==> src/rtl/repeat_stream_n_pkg.sv <==
// Shared types and helpers for the repeat_stream_n block: FSM state encoding and
// the rule that decides whether the beat following a transfer is the final one.
package repeat_stream_n_pkg;

   typedef enum logic {
      IDLE = 1'b0,
      RUN  = 1'b1
   } state_t;

   // A stop request forces the next beat to be last; otherwise only a finite run
   // whose remaining count is about to reach its final beat does.
   function automatic logic follow_last(input logic inf,
                                        input logic stop_req,
                                        input logic one_left);
      return stop_req | (~inf & one_left);
   endfunction

endpackage

==> src/rtl/repeat_stream_n_repeat_counter.sv <==
// Down-counter holding the number of beats still owed after the one being presented.
// Loads, decrements (saturating at zero) or holds; flags one and zero.
module repeat_counter #(
   parameter int COUNT_W = 8
) (
   input  logic               clk,
   input  logic               nrst,
   input  logic               load,
   input  logic               dec,
   input  logic [COUNT_W-1:0] load_val,
   output logic               is_one,
   output logic               is_zero
);

   logic [COUNT_W-1:0] count;

   always_ff @(posedge clk or negedge nrst) begin
      if (!nrst) begin
         count <= '0;
      end else if (load) begin
         count <= load_val;
      end else if (dec && !is_zero) begin
         count <= count - 1'b1;
      end
   end

   assign is_zero = (count == '0);
   assign is_one  = (count == COUNT_W'(1));

endmodule

==> src/rtl/repeat_stream_n.sv <==
// Repeats one accepted value as a valid/ready stream of nIn beats (nIn==0 runs until
// stop), marking the final beat and allowing a new value to load on that final beat.
module repeat_stream_n #(
   parameter int WIDTH   = 8,
   parameter int COUNT_W = 8
) (
   input  logic               clk,
   input  logic               nrst,
   input  logic               in_valid,
   output logic               in_ready,
   input  logic [WIDTH-1:0]   dIn,
   input  logic [COUNT_W-1:0] nIn,
   input  logic               stop,
   output logic [WIDTH-1:0]   sOut,
   output logic               sOut_valid,
   input  logic               sOut_ready,
   output logic               sOut_last,
   output logic               busy
);
   import repeat_stream_n_pkg::*;

   state_t             state;
   state_t             state_next;
   logic               xfer;
   logic               load;
   logic               cnt_dec;
   logic               cnt_is_one;
   logic               cnt_is_zero;
   logic [WIDTH-1:0]   data_q;
   logic               last_q;
   logic               inf_q;
   logic               stop_pend_q;
   logic [COUNT_W-1:0] cnt_load_val;

   always_ff @(posedge clk or negedge nrst) begin
      if (!nrst) begin
         state <= IDLE;
      end else begin
         state <= state_next;
      end
   end

   // in_ready is combinational in RUN so a new value can load on the last beat.
   always_comb begin
      state_next = state;
      sOut_valid = 1'b0;
      busy       = 1'b0;
      in_ready   = 1'b0;
      xfer       = 1'b0;
      load       = 1'b0;
      case (state)
         IDLE: begin
            in_ready = 1'b1;
            load     = in_valid;
            if (in_valid) begin
               state_next = RUN;
            end
         end
         RUN: begin
            sOut_valid = 1'b1;
            busy       = 1'b1;
            xfer       = sOut_ready;
            in_ready   = sOut_ready & last_q;
            load       = in_valid & sOut_ready & last_q;
            if (sOut_ready && last_q && !in_valid) begin
               state_next = IDLE;
            end
         end
         default: state_next = IDLE;
      endcase
   end

   // The counter holds beats owed after the presented one, hence nIn-1 on load.
   assign cnt_load_val = nIn - 1'b1;
   assign cnt_dec      = xfer & ~last_q & ~inf_q;

   repeat_counter #(
      .COUNT_W (COUNT_W)
   ) u_counter (
      .clk      (clk),
      .nrst     (nrst),
      .load     (load),
      .dec      (cnt_dec),
      .load_val (cnt_load_val),
      .is_one   (cnt_is_one),
      .is_zero  (cnt_is_zero)
   );

   // During a stall everything here holds; a stop seen then is parked in stop_pend_q.
   always_ff @(posedge clk or negedge nrst) begin
      if (!nrst) begin
         data_q      <= '0;
         last_q      <= 1'b0;
         inf_q       <= 1'b0;
         stop_pend_q <= 1'b0;
      end else if (load) begin
         data_q      <= dIn;
         last_q      <= (nIn == COUNT_W'(1));
         inf_q       <= (nIn == '0);
         stop_pend_q <= 1'b0;
      end else if (xfer) begin
         if (last_q) begin
            last_q      <= 1'b0;
            inf_q       <= 1'b0;
            stop_pend_q <= 1'b0;
         end else begin
            last_q      <= follow_last(inf_q, stop | stop_pend_q, cnt_is_one);
            stop_pend_q <= 1'b0;
         end
      end else if (busy && stop && !last_q) begin
         stop_pend_q <= 1'b1;
      end
   end

   assign sOut      = data_q;
   assign sOut_last = last_q;

endmodule

==> config.mk <==
export PLATFORM = sky130hd
export DESIGN_NAME = repeat_stream_n
export DESIGN_NICKNAME = d
export VERILOG_FILES = /design/src/rtl/repeat_stream_n_pkg.sv /design/src/rtl/repeat_stream_n_repeat_counter.sv /design/src/rtl/repeat_stream_n.sv
export SDC_FILE = /design/constraint.sdc
export NUM_CORES = 1
export LEC_CHECK = 0
export ABC_AREA = 0
export ABC_CLOCK_PERIOD_IN_PS = 5300
export CORE_MARGIN = 4
export CORE_UTILIZATION = 65
export DETAILED_ROUTE_END_ITERATION = 10
export DONT_BUFFER_PORTS = 1
export MAX_ROUTING_LAYER = met4
export PLACE_DENSITY = 0.79
export SLEW_MARGIN = 30
export SYNTH_ARGS = -nofsm -noshare
export SYNTH_HDL_FRONTEND = slang
export SYNTH_SLANG_ARGS = --single-unit
export TNS_END_PERCENT = 20
==> constraint.sdc <==
create_clock -name clk -period 5.3 [get_ports clk]
set_input_delay 0.265 -clock clk [delete_from_list [all_inputs] [get_ports clk]]
set_output_delay 0.265 -clock clk [all_outputs]
set_load 0.005 [all_outputs]
==> run metrics, run 1 <==
Yosys top cell by area dfrtp_1; Placed Instances 131; Post-DP HPWL 1.70 mm; Post-synth ARST share 100%; Synth Instances 109; WP data arrival 2410 ps; CTS Buffer Depth 2; Worst-Margin Slew 833 ps; Post-Syn Area 0.00117 sq mm; Die Y 50.5 microns; Worst-Skew Late Latency 290 ps; final slew viol count 0; outcome finished, final reports clean; Final Cell Area about 0.0013 sq mm; Warnings, synthesis 0; FF+latch count, synth 20; Total GRT Usage between 10% and 20%; Netlist cell types 39; sequential area share after synthesis 42.7%; CP Launch Type flop; first-pass GRT wire length 3.69 mm; CTS root buf clkbuf_4; final hold slack roughly 77 ps; crit end category flop; share of layout cells above drive strength 1 roughly a fifth; # diodes 0; Placer Congestion 0.853; initial antenna violation count 0; Power Density approximately 460 mW/mm^2; Post-synth top flop dfrtp_1; Post-synth EDFFs 0; Post-Syn Nets around 140; commonest non-fill, non-tap cell in the layout dfrtp_1; DR DRC count 0; Routed wire per std cell ~16 microns; drt initial violations 25; Worst Path Required 5530 ps; hold crit path type primary input to flop; Via Count 880; port bufs 0; First-pass DRT Iterations 4; fin crit period 2180 ps; Initial Util 67.9%; Filler Cell Count 134; I/O pin count 33; CTS Buf Count 3; MaxCap Viol Count 0; # clock sinks 20; Site Rows 15; top cells by area, synth dfrtp_1, mux2_2, ha_1, mux2i_1, xor2_1; Die X 50.5 microns; Clk pin slew, worst setup/hold paths between 100 and 150 ps; Die Area ~0.0025 sq mm; Avg Inst Size Synth about 11 sq um; CTS tree done; Layout Nets 139; Layout area overhead 7.04%; Non-Filler Instances 137; most frequent cells in the layout dfrtp_1, mux2_2, nor2_1; critical-path maximum fanout 23; Max H-tree Level 1; core area 0.00173 sq mm; Setup-failing EPs final 0; antenna viol nets, final 0; kind of critical path flop to flop; post_cts resized 0; post-DR vias/cell 6.42; Final Hold Fails 0; Fin Clk Skew 3.77 ps; largest net degree at the start of global routing 24; Setup TNS 0 ps; Placed Area 0.00119 sq mm; top achievable clock speed ~460 MHz; vias in the first global route 866; final WL roughly 2.2 mm; max_slew headroom about 44%; Post-CTS Setup Inserts 0; period utilization approximately 41%; RSZ-0062 raised after global routing false; Leakage 0.517 nW; Synth top area share 42.7%; Remaining Overflow, GRT 0; Max VDD drop 0.260 mV
## final timing paths
path                                         start                             end  slack [ps]  cells after the start
max reg2reg                        state$_DFF_PN0_           sOut_last$_DFFE_PN0N_        3120                      4
max in group asynchronous                     nrst  u_counter.count[0]$_DFFE_PN0P_        4570                      2
min                                         nIn[0]  u_counter.count[0]$_DFFE_PN0P_          80                      1
min reg2reg                stop_pend_q$_DFFE_PN0P_         stop_pend_q$_DFFE_PN0P_         520                      2
min in group asynchronous                     nrst             sOut[3]$_DFFE_PN0P_         440                      2
max                                state$_DFF_PN0_           sOut_last$_DFFE_PN0N_        3120                      4
## state kept, by name, summed over array words and instances (netlist names)
| name | flops |
|---|---|
| inf_q | 1 |
| sOut | 8 |
| sOut_last | 1 |
| state | 1 |
| stop_pend_q | 1 |
| u_counter.count | 8 |
## per-stage QoR
stage          utilization [%]  setup slack (ps)  total power [W]
2_1_floorplan                -              3430         0.000420
3_3_place_gp              68.8              3290         0.000449
3_5_place_dp              68.8              3180         0.000461
4_1_cts                   72.4              3160         0.000585
5_1_grt                   72.7              2960         0.000621
6_report                  72.7              3120         0.000581
## worst max-delay path: stages, from the launching register on
cell	delay, ps
dfrtp_1	490
a21bo_2	270
nand2_1	490
nor4_1	640
a221o_1	230
## cell type report
type / instances / area, sq um / area share (%)
clock buffer: 3 / 22.5 / 1.79
multi-input combinational: 80 / 633 / 50.4
timing repair buffer: 2 / 15.0 / 1.20
clock inverter: 1 / 30.0 / 2.39
inverter: 6 / 22.5 / 1.79
tap: 25 / 31.3 / 2.49
sequential: 20 / 500 / 39.9
## cells in the mapped netlist (2+ instances only)
library cell   n
nand2b_1       2
nor2_1         7
mux2_2         9
dfrtp_1       20
nor3_1         4
o21ai_0        5
ha_1           5
xor2_1         4
o211ai_1       2
nand2_1        3
xnor2_1        3
or3_1          5
a21oi_1        3
inv_1          6
nand3_1        2
mux2i_1        4
o221a_2        2
nor3b_1        2
## logic make-up (layout without fill, tap and decap cells)
group	after synthesis	in the layout	share of synthesized area, %
adders and majority gates	5	5	5.34
xor gates and xnor gates	7	7	5.23
muxes	13	13	12.1
AOI/OAI and AO/OA	21	21	13.8
and+or+nand+nor	34	34	17.6
buffers and inverters	9	12	3.31
DFF	20	20	42.7
## per-layer routing
layer	GRT usage [%]	wire [microns]	share of wire, %	up-vias
li1	-	-	-	407
met1	25.5	931	42	424
met2	30.7	1050	48	47
met3	3.56	196	8.9	2
met4	6.73	15	0.68	0
met5	-	0	0	-
## timing repair
action,4_1_cts,5_1_grt
endpoints found under the setup margin,0,0
hold buffers,1,1
endpoints found under the hold margin,20,20
## report_power, final
group / switching [W] / total (W) / internal [W]
clock network: 0.0000440 / 0.000120 / 0.0000764
logic: 0.0000786 / 0.000175 / 0.0000963
registers: 0.0000669 / 0.000286 / 0.000219
total: 0.000190 / 0.000581 / 0.000392
Note: power is estimated with default switching activity, not from simulation.
==> run 2: changes to the inputs <==
--- a/config.mk
+++ b/config.mk
@@ -5,14 +5,15 @@
 export SDC_FILE = /design/constraint.sdc
 export NUM_CORES = 1
 export LEC_CHECK = 0
-export ABC_AREA = 0
-export ABC_CLOCK_PERIOD_IN_PS = 5300
+export ABC_AREA = 1
+export ABC_CLOCK_PERIOD_IN_PS = 1800
+export CORE_ASPECT_RATIO = 0.7
 export CORE_MARGIN = 4
-export CORE_UTILIZATION = 65
+export CORE_UTILIZATION = 56
 export DETAILED_ROUTE_END_ITERATION = 10
 export DONT_BUFFER_PORTS = 1
 export MAX_ROUTING_LAYER = met4
-export PLACE_DENSITY = 0.79
+export PLACE_DENSITY = 0.72
 export SLEW_MARGIN = 30
 export SYNTH_ARGS = -nofsm -noshare
 export SYNTH_HDL_FRONTEND = slang
==> constraint.sdc (replaced) <==
create_clock -name clk -period 1.8 [get_ports clk]
set_input_delay 0.09 -clock clk [delete_from_list [all_inputs] [get_ports clk]]
set_output_delay 0.09 -clock clk [all_outputs]
set_load 0.005 [all_outputs]
==> run metrics, run 2 <==
outcome finished, final reports clean; commonest non-fill, non-tap cell in the layout nand2_1; Site Rows 14 (-1); crit end category flop; Routed wire per std cell 12.4 microns (-23%); CTS root buf clkbuf_4; top achievable clock speed 671 MHz (+46%); kind of critical path flop to flop; DR DRC count 0 (unchanged); post-DR vias/cell 5.31 (-17%); Post-CTS Setup Inserts 0 (unchanged); fin crit period 1490 ps (-688 ps); RSZ-0062 raised after global routing false; antenna viol nets, final 0 (unchanged); Power Density 1420 mW/mm^2 (+210%); Layout Nets 224 (+61%); Placer Congestion 1.03 (+21%); Die Y 48.3 microns (-4.4%); port bufs 0 (unchanged); Warnings, synthesis 0 (unchanged); critical-path maximum fanout 19 (-17%); Avg Inst Size Synth 7.01 sq um (-35%); WP data arrival 1690 ps (-720 ps); CP Launch Type flop; first-pass GRT wire length 4.60 mm (+25%); largest net degree at the start of global routing 21 (-13%); most common cell in the netlist nand2_1; Netlist cell types 26 (-33%); hold crit path type primary input to flop; share of layout cells above drive strength 1 8.63% (-12 points); period utilization 82.8% (+42 points); Yosys top cell by area dfrtp_1; Placed Instances 214 (+63%); Post-DP HPWL 2.21 mm (+30%); vias in the first global route 1071 (+24%); Leakage 0.773 nW (+50%); Post-synth EDFFs 0 (unchanged); Total GRT Usage 19.9% (+0.39 points); drt initial violations 111 (+340%); Post-synth top flop dfrtp_1; MaxCap Viol Count 0 (unchanged); most frequent cells in the layout nand2_1, nor2_1, dfrtp_1; Max H-tree Level 1 (unchanged); Worst Path Required 1990 ps (-3540 ps); # clock sinks 20 (unchanged); I/O pin count 33 (unchanged); CTS tree done; Die Area 0.00316 sq mm (+24%); Setup-failing EPs final 0 (unchanged); initial antenna violation count 0 (unchanged); sequential area share after synthesis 38.6% (-4.1 points); Worst-Margin Slew 434 ps (-399 ps); switching pwr 0.000893 W (+370%); Internal 0.00118 W (+200%); Via Count 1216 (+38%); CTS Buf Count 3 (unchanged); Final Hold Fails 0 (unchanged); Die X 65.5 microns (+30%); final slew viol count 0 (unchanged); Initial Util 59.7% (-8.2 points); max_slew headroom 71.1% (+27 points); Final WS setup 310 ps (-2810 ps); top cells by area, synth dfrtp_1, nand2_1, nor2_1, inv_1, ha_1; sw frac 43.1% (+10 points); First-pass DRT Iterations 4 (unchanged); Setup TNS 0 ps (unchanged); final hold slack 15.9 ps (-61.3 ps); Remaining Overflow, GRT 0 (unchanged); Post-Syn Area 0.00130 sq mm (+11%); worst slack at placement 327 ps (-2860 ps); Synth top area share 38.6% (-4.1 points); Clk pin slew, worst setup/hold paths 120 ps (about the same); clock network power share 17.6% (-3.1 points); Post-Syn Nets 211 (+56%); Worst-Skew Late Latency 300 ps (about the same); core area 0.00217 sq mm (+26%); final WL 2.83 mm (+29%); Max VDD drop 0.832 mV (+220%); Fin Clk Skew 3.28 ps (-0.491 ps); Non-Filler Instances 229 (+67%); Logic pwr share 42.3% (+12 points); Layout area overhead 12.9%; Synth top cells by count nand2_1, nor2_1, dfrtp_1, inv_1, nand3_1; part of the power in registers 40.1% (-9.1 points); Synth Instances 185 (+70%); Post-synth ARST share 100% (unchanged); CTS Buffer Depth 2 (unchanged); FF+latch count, synth 20 (unchanged); # diodes 0 (unchanged)
run 2: kinds of logic after synthesis:
kind of cell	Yosys count	share of synthesized area (%)
xor+xnor	3	2.03
simple gates	116	38.0
fa+ha+maj	5	4.83
buf+inv	23	8.69
compound gates	18	7.82
flops	20	38.6
run 2: final cells by class:
class / count / area (sq um)
timing repair buffer: 11 / 105
sequential: 20 / 500
fill: 206 / 708
clock inverter: 1 / 30.0
inverter: 20 / 82.6
tap: 32 / 40.0
multi-input combinational: 142 / 683
clock buffer: 3 / 22.5
run 2: worst paths after layout:
kind                                  startpoint                        endpoint  slack, ps  cells past startpoint
max                        sOut_last$_DFFE_PN0N_               inf_q$_DFFE_PN0P_        310                      7
min                                   sOut_ready                 state$_DFF_PN0_         20                      3
max reg2reg                sOut_last$_DFFE_PN0N_               inf_q$_DFFE_PN0P_        310                      7
min reg2reg                  sOut[7]$_DFFE_PN0P_             sOut[7]$_DFFE_PN0P_        520                      2
max in group asynchronous                   nrst             sOut[0]$_DFFE_PN0P_       1250                      2
min in group asynchronous                   nrst  u_counter.count[3]$_DFFE_PN0P_        250                      2
run 2: per-stage QoR:
stage / instance area (sq um) / power (W) / utilization [%]
2_1_floorplan: 1300 / 0.00151 / -
5_1_grt: 1460 / 0.00227 / 67.4
3_5_place_dp: 1310 / 0.00167 / 60.1
4_1_cts: 1460 / 0.00207 / 67.2
6_report: 1460 / 0.00207 / 67.4
3_3_place_gp: 1310 / 0.00165 / 60.1
run 2: metal layers:
| metal | vias to the layer above | track usage [%] | part of all wire [%] |
|---|---|---|---|
| li1 | 600 | - | - |
| met1 | 565 | 25.7 | 47 |
| met2 | 51 | 32.6 | 45 |
| met3 | 0 | 5.53 | 8.4 |
| met4 | 0 | 2.89 | 0 |
| met5 | - | - | 0 |
run 2: power by group through the flow:
stage               logic (W)  registers, W  clock network (W)
floorplan            0.000721      0.000789                  0
finish               0.000876      0.000831           0.000365
detailed placement   0.000837      0.000838                  0
global route          0.00102      0.000856           0.000395
global placement     0.000820      0.000830                  0
CTS                  0.000869      0.000827           0.000377
run 2: critical path, cell delays in order (launching register included):
cell and delay [ps]:
dfrtp_1 490, nand2_1 100, nand2_2 110, nand2_4 150
inv_4 200, nor2_1 80, o21ai_1 160, o31ai_2 80
run 2: what timing repair did:
action,in CTS,in global routing
hold buffers,10,1
gates resized for setup,0,0
endpoints found under the hold margin,29,20
==> run 3: changes to the inputs <==
--- a/config.mk
+++ b/config.mk
@@ -6,14 +6,14 @@
 export NUM_CORES = 1
 export LEC_CHECK = 0
 export ABC_AREA = 1
-export ABC_CLOCK_PERIOD_IN_PS = 1800
+export ABC_CLOCK_PERIOD_IN_PS = 1500
 export CORE_ASPECT_RATIO = 0.7
 export CORE_MARGIN = 4
-export CORE_UTILIZATION = 56
+export CORE_UTILIZATION = 62
 export DETAILED_ROUTE_END_ITERATION = 10
 export DONT_BUFFER_PORTS = 1
 export MAX_ROUTING_LAYER = met4
-export PLACE_DENSITY = 0.72
+export PLACE_DENSITY = 0.76
 export SLEW_MARGIN = 30
 export SYNTH_ARGS = -nofsm -noshare
 export SYNTH_HDL_FRONTEND = slang
==> constraint.sdc (replaced) <==
create_clock -name clk -period 1.5 [get_ports clk]
set_input_delay 0.075 -clock clk [delete_from_list [all_inputs] [get_ports clk]]
set_output_delay 0.075 -clock clk [all_outputs]
set_load 0.005 [all_outputs]
==> run metrics, run 3 (synthesis results as in run 2) <==
CTS root buf clkbuf_4; First-pass DRT Iterations 4 (unchanged); post-DR vias/cell 5.45 (+2.7%); Fin Clk Skew 1.44 ps (-1.83 ps); top achievable clock speed 712 MHz (+6.2%); largest net degree at the start of global routing 21 (unchanged); Tot Pwr 0.00260 W (+25%); Placer Congestion 0.952 (-7.8%); Post-DP HPWL 2.30 mm (+4.5%); Max H-tree Level 1 (unchanged); Initial Util 67.5% (+7.9 points); Layout area overhead 17.1%; kind of critical path flop to flop; Die Y 46.3 microns (-4.1%); Total GRT Usage 24.9% (+5.0 points); CP Launch Type flop; WP data arrival 1610 ps (-80 ps); period utilization 93.6% (+11 points); Non-Filler Instances 225 (-1.7%); initial antenna violation count 0 (unchanged); Via Count 1227 (+0.90%); I/O pin count 33 (unchanged); core area 0.00192 sq mm (-12%); Worst-Skew Late Latency 310 ps (about the same); Final Cell Area 0.00152 sq mm (+3.7%); outcome finished, final reports clean; Final Hold Fails 0 (unchanged); share of layout cells above drive strength 1 12.3% (+3.7 points); Worst-Margin Slew 448 ps (+13.9 ps); critical-path maximum fanout 7 (-12); first-pass GRT wire length 5.28 mm (+15%); DR DRC count 0 (unchanged); port bufs 0 (unchanged); # diodes 0 (unchanged); Post-CTS Setup Inserts 0 (unchanged); fin crit period 1400 ps (-86.4 ps); Placed Area 0.00132 sq mm (+0.77%); Leakage 0.797 nW (+3.1%); Site Rows 13 (-1); Setup TNS 0 ps (unchanged); MaxCap Viol Count 0 (unchanged); Placed Instances 207 (-3.3%); Max VDD drop 1.18 mV (+42%); Setup-failing EPs final 0 (unchanged); final WL 3.24 mm (+15%); most frequent cells in the layout nand2_1, nor2_1, dfrtp_1; RSZ-0062 raised after global routing false; vias in the first global route 1119 (+4.5%); Filler Cell Count 138 (-33%); crit end category flop; Remaining Overflow, GRT 0 (unchanged); Power Density 1710 mW/mm^2 (+21%); Worst Path Required 1710 ps (-280 ps); CTS Buffer Depth 2 (unchanged); hold crit path type primary input to flop; Die Area 0.00290 sq mm (-8.3%); Layout Nets 230 (+2.7%); max_slew headroom 70.2% (-0.93 points); commonest non-fill, non-tap cell in the layout nand2_1; final slew viol count 0 (unchanged); drt initial violations 112 (+0.90%); Clk pin slew, worst setup/hold paths 110 ps (about the same); Die X 62.7 microns (-4.4%); antenna viol nets, final 0 (unchanged); Routed wire per std cell 14.4 microns (+17%); CTS tree done; CTS Buf Count 3 (unchanged); # clock sinks 20 (unchanged)
run 3: routing by layer:
layer,global-route usage [%],part of all wire [%],vias up,routed length [microns]
met1,33.4,46,557,1500
met5,-,0,-,0
met2,39.2,45,55,1470
met3,5.85,8.0,4,260
met4,5.26,0.59,0,19
li1,-,-,611,-
run 3: report_power, final:
| group | total (W) | switching (W) | internal (W) |
|---|---|---|---|
| Sequential | 0.00101 | 0.000235 | 0.000771 |
| Clock | 0.000441 | 0.000171 | 0.000270 |
| Combinational | 0.00115 | 0.000722 | 0.000429 |
| Total | 0.00260 | 0.00113 | 0.00147 |
run 3: final timing paths:
check | from | endpoint | slack, ps | depth (start not counted)
setup / recovery | u_counter.count[6]$_DFFE_PN0P_ | u_counter.count[1]$_DFFE_PN0P_ | 100 | 6
hold / removal | in_valid | inf_q$_DFFE_PN0P_ | 8 | 2
setup reg to reg | u_counter.count[6]$_DFFE_PN0P_ | u_counter.count[1]$_DFFE_PN0P_ | 100 | 6
hold reg to reg | sOut[2]$_DFFE_PN0P_ | sOut[2]$_DFFE_PN0P_ | 520 | 2
max in group asynchronous | nrst | sOut_last$_DFFE_PN0N_ | 890 | 2
min in group asynchronous | nrst | u_counter.count[4]$_DFFE_PN0P_ | 280 | 2
run 3: layout make-up:
type | count | area (sq um) | area share, %
Multi-Input combinational cell | 142 | 696 | 45.8
Sequential cell | 20 | 502 | 33.1
Timing Repair Buffer | 17 | 158 | 10.4
Inverter | 20 | 82.6 | 5.44
Clock inverter | 1 | 30.0 | 1.98
Tap cell | 22 | 27.5 | 1.81
Clock buffer | 3 | 22.5 | 1.48
run 3: worst max-delay path: stages (launching register included):
cell	delay [ps]
dfrtp_1	440
nor2_1	150
nand3_1	190
o21ai_4	240
nand2_4	120
o21ai_1	90
o21ai_1	70
run 3: timing repair:
| item | CTS | global route |
|---|---|---|
| gates resized for setup | 0 | 6 |
| setup endpoints to repair | 0 | 9 |
| hold buffers | 13 | 1 |
| endpoints found under the hold margin | 30 | 20 |
run 3: metrics by stage:
stage / utilization [%] / hold WS (ps) / worst slack, ps
after global routing: 79.1 / 6.16 / 7.09
after floorplan: - / -221 / 163
after CTS: 78.1 / 6.69 / 30.8
after detailed placement: 68.6 / -220 / 51.1
final: 79.1 / 8.45 / 96.0
after global placement: 68.6 / -220 / 103
